File: src/rtl/rapid_pkg.sv
// rtl/rapid_pkg.sv - shared decode types, RV32I opcode constants and opcode classifier
package rapid_pkg;

    typedef enum logic [1:0] {
        ID_EMPTY = 2'd0,
        ID_VALID = 2'd1,
        ID_HALT  = 2'd2
    } id_state_t;

    typedef enum logic [3:0] {
        ALU_R, ALU_I, LOAD, STORE, BRANCH, JAL, JALR, LUI, AUIPC, SYSTEM, ILLEGAL
    } instr_class_t;

    localparam logic [6:0] OPC_LUI    = 7'b0110111;
    localparam logic [6:0] OPC_AUIPC  = 7'b0010111;
    localparam logic [6:0] OPC_JAL    = 7'b1101111;
    localparam logic [6:0] OPC_JALR   = 7'b1100111;
    localparam logic [6:0] OPC_BRANCH = 7'b1100011;
    localparam logic [6:0] OPC_LOAD   = 7'b0000011;
    localparam logic [6:0] OPC_STORE  = 7'b0100011;
    localparam logic [6:0] OPC_OP_IMM = 7'b0010011;
    localparam logic [6:0] OPC_OP     = 7'b0110011;
    localparam logic [6:0] OPC_SYSTEM = 7'b1110011;

    // Full 7-bit match, so any word whose low two bits are not 2'b11 falls to ILLEGAL.
    function automatic instr_class_t classify(input logic [6:0] opcode);
        instr_class_t cls;
        case (opcode)
            OPC_OP:     cls = ALU_R;
            OPC_OP_IMM: cls = ALU_I;
            OPC_LOAD:   cls = LOAD;
            OPC_STORE:  cls = STORE;
            OPC_BRANCH: cls = BRANCH;
            OPC_JAL:    cls = JAL;
            OPC_JALR:   cls = JALR;
            OPC_LUI:    cls = LUI;
            OPC_AUIPC:  cls = AUIPC;
            OPC_SYSTEM: cls = SYSTEM;
            default:    cls = ILLEGAL;
        endcase
        return cls;
    endfunction

endpackage

File: src/rtl/imm_gen.sv
// rtl/imm_gen.sv - combinational RV32I immediate extraction, sign-extended to XLEN
module imm_gen
    import rapid_pkg::*;
#(
    parameter int XLEN = 32
) (
    // Opcode bits are not needed here: the class already encodes the format.
    input  logic [31:7]     i_instruction,
    input  instr_class_t    i_class,
    output logic [XLEN-1:0] o_imm
);

    logic [31:0] imm32;

    always_comb begin
        imm32 = '0;
        case (i_class)
            ALU_I, LOAD, JALR, SYSTEM:
                imm32 = {{20{i_instruction[31]}}, i_instruction[31:20]};
            STORE:
                imm32 = {{20{i_instruction[31]}}, i_instruction[31:25], i_instruction[11:7]};
            BRANCH:
                imm32 = {{19{i_instruction[31]}}, i_instruction[31], i_instruction[7],
                         i_instruction[30:25], i_instruction[11:8], 1'b0};
            JAL:
                imm32 = {{11{i_instruction[31]}}, i_instruction[31], i_instruction[19:12],
                         i_instruction[20], i_instruction[30:21], 1'b0};
            LUI, AUIPC:
                imm32 = {i_instruction[31:12], 12'b0};
            default:
                imm32 = '0;
        endcase
    end

    assign o_imm = XLEN'($signed(imm32));

endmodule

File: src/rtl/instruction_decode.sv
// rtl/instruction_decode.sv - RV32I decode stage with valid/ready handshake, flush and illegal-instruction halt
module instruction_decode
    import rapid_pkg::*;
#(
    parameter int XLEN = 32
) (
    input  logic            i_clk,
    input  logic            i_reset,
    input  logic            i_if_done,
    input  logic [XLEN-1:0] i_if_pc,
    input  logic [31:0]     i_if_instruction,
    output logic            o_if_ready,
    input  logic            i_flush,
    input  logic            i_ex_ready,
    output logic            o_valid,
    output logic [XLEN-1:0] o_pc,
    output logic [4:0]      o_rs1,
    output logic [4:0]      o_rs2,
    output logic [4:0]      o_rd,
    output logic [2:0]      o_funct3,
    output logic            o_funct7_b5,
    output logic [XLEN-1:0] o_imm,
    output instr_class_t    o_class,
    output logic [31:0]     o_decode_count,
    output id_state_t       o_state
);

    id_state_t       state_q, state_d;
    logic [XLEN-1:0] pc_q, pc_d, imm_q, imm_d;
    logic [4:0]      rs1_q, rs1_d, rs2_q, rs2_d, rd_q, rd_d;
    logic [2:0]      funct3_q, funct3_d;
    logic            funct7_b5_q, funct7_b5_d;
    instr_class_t    class_q, class_d;
    logic [31:0]     count_q, count_d;

    instr_class_t    dec_class;
    logic [XLEN-1:0] dec_imm;
    logic            xfer_in, xfer_out, load_fields;

    assign dec_class = classify(i_if_instruction[6:0]);

    imm_gen #(.XLEN(XLEN)) u_imm_gen (
        .i_instruction (i_if_instruction[31:7]),
        .i_class       (dec_class),
        .o_imm         (dec_imm)
    );

    assign o_if_ready = !i_reset && !i_flush &&
                        (state_q == ID_EMPTY || (state_q == ID_VALID && i_ex_ready));
    assign o_valid    = (state_q == ID_VALID);
    assign xfer_in    = i_if_done && o_if_ready;
    assign xfer_out   = o_valid && i_ex_ready;

    always_comb begin
        state_d     = state_q;
        pc_d        = pc_q;
        imm_d       = imm_q;
        rs1_d       = rs1_q;
        rs2_d       = rs2_q;
        rd_d        = rd_q;
        funct3_d    = funct3_q;
        funct7_b5_d = funct7_b5_q;
        class_d     = class_q;
        count_d     = count_q;
        load_fields = 1'b0;

        // Flush wins over any handshake this cycle; a halted stage stays halted until reset.
        if (i_flush) begin
            if (state_q != ID_HALT) state_d = ID_EMPTY;
        end else begin
            case (state_q)
                ID_EMPTY: begin
                    if (xfer_in) begin
                        state_d     = ID_VALID;
                        load_fields = 1'b1;
                    end
                end
                ID_VALID: begin
                    if (xfer_out) begin
                        count_d = count_q + 32'd1;
                        if (class_q == ILLEGAL) state_d = ID_HALT;
                        else if (xfer_in)       load_fields = 1'b1;
                        else                    state_d = ID_EMPTY;
                    end
                end
                default: state_d = ID_HALT;
            endcase
        end

        if (load_fields) begin
            pc_d        = i_if_pc;
            imm_d       = dec_imm;
            rs1_d       = i_if_instruction[19:15];
            rs2_d       = (dec_class == ALU_R || dec_class == STORE || dec_class == BRANCH)
                          ? i_if_instruction[24:20] : 5'd0;
            rd_d        = (dec_class == STORE || dec_class == BRANCH) ? 5'd0 : i_if_instruction[11:7];
            funct3_d    = i_if_instruction[14:12];
            funct7_b5_d = i_if_instruction[30];
            class_d     = dec_class;
        end
    end

    always_ff @(posedge i_clk or posedge i_reset) begin
        if (i_reset) begin
            state_q     <= ID_EMPTY;
            pc_q        <= '0;
            imm_q       <= '0;
            rs1_q       <= '0;
            rs2_q       <= '0;
            rd_q        <= '0;
            funct3_q    <= '0;
            funct7_b5_q <= 1'b0;
            class_q     <= ILLEGAL;
            count_q     <= '0;
        end else begin
            state_q     <= state_d;
            pc_q        <= pc_d;
            imm_q       <= imm_d;
            rs1_q       <= rs1_d;
            rs2_q       <= rs2_d;
            rd_q        <= rd_d;
            funct3_q    <= funct3_d;
            funct7_b5_q <= funct7_b5_d;
            class_q     <= class_d;
            count_q     <= count_d;
        end
    end

    assign o_pc           = pc_q;
    assign o_imm          = imm_q;
    assign o_rs1          = rs1_q;
    assign o_rs2          = rs2_q;
    assign o_rd           = rd_q;
    assign o_funct3       = funct3_q;
    assign o_funct7_b5    = funct7_b5_q;
    assign o_class        = class_q;
    assign o_decode_count = count_q;
    assign o_state        = state_q;

endmodule

File: config.mk
export PLATFORM = sky130hd
export DESIGN_NAME = instruction_decode
export DESIGN_NICKNAME = d
export VERILOG_FILES = /design/src/rtl/rapid_pkg.sv /design/src/rtl/imm_gen.sv /design/src/rtl/instruction_decode.sv
export SDC_FILE = /design/constraint.sdc
export NUM_CORES = 1
export LEC_CHECK = 0
export ABC_AREA = 1
export BUFFER_PORTS_ARGS = -buffer_cell sky130_fd_sc_hd__buf_4
export CORE_ASPECT_RATIO = 0.8
export CORE_MARGIN = 5
export CORE_UTILIZATION = 55
export CTS_CLUSTER_DIAMETER = 60
export DETAILED_ROUTE_END_ITERATION = 8
export PLACE_DENSITY = 0.85
export RECOVER_POWER = 25
export SYNTH_ARGS = -nofsm -noshare
export SYNTH_HDL_FRONTEND = slang
export SYNTH_SLANG_ARGS = --single-unit
File: constraint.sdc
create_clock -name i_clk -period 7.5 [get_ports i_clk]
set_input_delay 0.75 -clock i_clk [delete_from_list [all_inputs] [get_ports i_clk]]
set_output_delay 0.75 -clock i_clk [all_outputs]
set_load 0.05 [all_outputs]
==> results.md <==
* Status: finished with violations
* Failing checks: max-capacitance violations, max-slew violations
* Placed Area at approximately 7500 um^2
* VDD IR max at around 340 uV
* Ports at 192
* Post-synth EDFFs at 0
* Fin area at ~8000 um^2
* Clock Latency Late Sink at 0.41 ns
* Starting DRT DRC Count at 467
* FF-to-FF Start: o_state[1]$_DFFE_PP0P_
* Layout area overhead at 32.1%
* Arrival @ worst endpoint at 3.43 ns
* Post-Synth XOR/XNOR Area at around 3.5%
* Nets at 1050
* Main flop type after synthesis: dfrtp_1
* Setup Crit Path Kind: in -> reg
* H-tree level count at 4
* Setup ws final at 4.41 ns
* First-pass GRT wire length at 27300 um
* DRC Markers at 0
* Ant diodes at 0
* Syn_nets at ~860
* Mapped Area at roughly 6100 um^2
* Dpl hpwl at 11700 um
* Dominant combinational cell family by area after synthesis: simple AND/OR/NAND/NOR gates
* Slew @ Worst Pin at 1.97 ns
* Number of post-CTS setup repair buffers at 0
* CTS Hold Bufs at 0
* Pins over their slew limit at 48
* Slowest stage delay, CP at 0.63 ns
* Mean Syn Cell Area at roughly 7.6 um^2
* GR Util All Layers at around 26%
* Max FO, Critical Path at 99
* Final setup viols at 0
* Worst Setup Start Kind: input pin
* Die ar. at 13200 um^2
* GPL Wtd Cong at 0.870
* Clock Sinks at 121
* TNS Setup at 0 ns
* Lkg Pwr at 4.49 nW
* WL/cell at 14.8 um
* Crit share post-route at around two fifths
* Hold WC Path Type: reg -> reg
* DR vias at 5677
* Crit-path cells: clkbuf_1 > nor2_1 > nand3_1 > o21ai_1 > nand2_4 > inv_2 > buf_4 > o21ai_0 > nand2_1
* Final hold violations at 0
* Root Buffer: clkbuf_16
* Seq/Total Area, Yosys at 50.1%
* Clock slew at reported path FFs at 0.06 ns
* Fill cells at 899
* Synth Area in Adders at less than 1%
* Max transition margin at -32.1%
* Seq cells post-synth at 121
* Clock buffer depth at 2
* Commonest non-fill, non-tap cells in the layout: nand2_1, buf_4, dfrtp_1
* Critical path required time at 7.84 ns
* Power, Total at 2.86 mW
* Setup crit end kind: register
* Pwr dens at 358 nW/um^2
* ANT nets after route at 0
* Starting Density at 56.0%
* Resized cells post-CTS at 0
* Hold path start: o_decode_count[31]$_DFFE_PP0P_
* Top delay family on crit path: simple AND/OR/NAND/NOR gates
* Worst path slowest cell: buf_4
* Area of the core at approximately 11000 um^2
* Library cells used by synthesis at 33
* Worst Skew at 0.0105 ns
* Worst hold slack at approximately 0.47 ns
* Largest net degree at the start of global routing at 100
* Vias per Instance at approximately 5
* Row cnt at 34
* RSZ-0062 raised after global routing: no
* Share of cells above drive strength 1 at 22.8%
* Crit path launch: i_flush
* Total CTS buffers at 17
* Number of global-route vias before repair at roughly 5500
* Final Critical Period at 3.09 ns
* I/O Buffers at approximately 190
* Mux cell area share after synthesis at 0%
* Ys Warns at 0
* Fmax at 0.324 GHz
* Gr ovfl total at 0
* Max_cap viols at 1
* Initial antenna violation count at 0
* Drt first pass iters at 6
* Final wirelength at 16800 um
* Simple-Gate Fraction of Synth Area at between 30% and 40%
* Area fraction in compound gates after synthesis at 2.50%
* Die Width at 127 um
* Die Y at 104 um
* Placement Setup Slack at between 4 and 5 ns
* Ys async rst share at 100%
* CTS tree: built
* Worst path bufs/invs at 3
* Mapped Cells at 794
* Leading cell type in the layout, fill and taps excluded: nand2_1
==> metal layers <==
metal  part of all wire [%]  vias up  global-route usage [%]
met5                      0        -                       0
met2                     47      231                    40.9
met4                    1.0        0                    6.20
li1                       -     2811                       -
met1                     43     2626                    34.8
met3                    8.6        9                    7.77
==> worst register-to-register path, cell delays in order, from the launching register on <==
cell and delay [ns]:
dfrtp_1 0.39, nor2_1 0.17, nand3_1 0.39, o21ai_1 0.35
nand2_4 0.54, inv_2 0.17, buf_4 0.63, o21ai_0 0.21
nand2_1 0.10
==> sequential cells by signal, summed over array words and instances (netlist names) <==
signal / flops
o_imm: 32
o_rd: 5
o_rs2: 5
o_class: 4
o_funct3: 3
o_funct7_b5: 1
o_rs1: 5
o_state: 2
o_decode_count: 32
o_pc: 32
==> cell usage after synthesis (2+ instances only) <==
master / count / area share, %
dfstp_2: 2 / 0.87
nor2_4: 2 / 0.37
nand2_8: 2 / 0.66
nand2_4: 3 / 0.56
o21ai_1: 3 / 0.25
inv_2: 6 / 0.37
buf_4: 6 / 0.74
o21ai_0: 14 / 1.2
nor2_1: 45 / 2.8
nand2_2: 4 / 0.41
clkbuf_1: 5 / 0.31
nor3_1: 9 / 0.74
buf_6: 4 / 0.74
nand3_1: 44 / 3.6
xnor2_1: 10 / 1.4
nor2_2: 14 / 1.4
nor3_2: 2 / 0.33
buf_2: 10 / 0.83
a21oi_1: 9 / 0.74
nand4_1: 7 / 0.72
inv_1: 50 / 3.1
xor2_1: 14 / 2.0
nand2_1: 401 / 25
dfrtp_1: 119 / 49
==> path summary, 6_finish.rpt <==
path	endpoint	slack, ns	depth (start not counted)
setup / recovery	o_class[0]$_DFFE_PP0P_	4.41	9
hold / removal	o_decode_count[31]$_DFFE_PP0P_	0.47	1
setup reg to reg	o_class[0]$_DFFE_PP0P_	4.46	8
hold reg to reg	o_decode_count[31]$_DFFE_PP0P_	0.47	1
max in group asynchronous	o_pc[30]$_DFFE_PP0P_	4.91	3
min in group asynchronous	o_decode_count[27]$_DFFE_PP0P_	0.86	2
==> kinds of logic after synthesis <==
| logic type | after synthesis |
|---|---|
| AO/OA/AOI/OAI | 29 |
| XOR/XNOR | 24 |
| adder cells (fa/ha/maj) | 1 |
| buffers and inverters | 84 |
| flip-flops | 121 |
| AND/OR/NAND/NOR | 535 |
==> per-stage QoR <==
| stage | util [%] | std cells |
|---|---|---|
| CTS | 75.4 | 1136 |
| floorplan | - | 794 |
| detailed placement | 69.5 | 1105 |
| global route | 74.0 | 1136 |
| finish | 74.0 | 1136 |
| global placement | 69.5 | 1105 |
==> report_power, final <==
part / switching (mW) / internal (mW) / total, mW
Clock: 0.291 / 0.585 / 0.876
Sequential: 0.103 / 0.813 / 0.917
Combinational: 0.802 / 0.266 / 1.07
==> area by class of cell <==
type / instances / area (um^2) / area share (%)
tap: 144 / 180 / 2.25
clock inverter: 13 / 203 / 2.53
clock buffer: 18 / 429 / 5.37
timing repair buffer: 193 / 1320 / 16.5
multi-input combinational: 589 / 2610 / 32.7
sequential: 121 / 3030 / 37.9
inverter: 58 / 223 / 2.79
(Power assumes the default switching activity.)
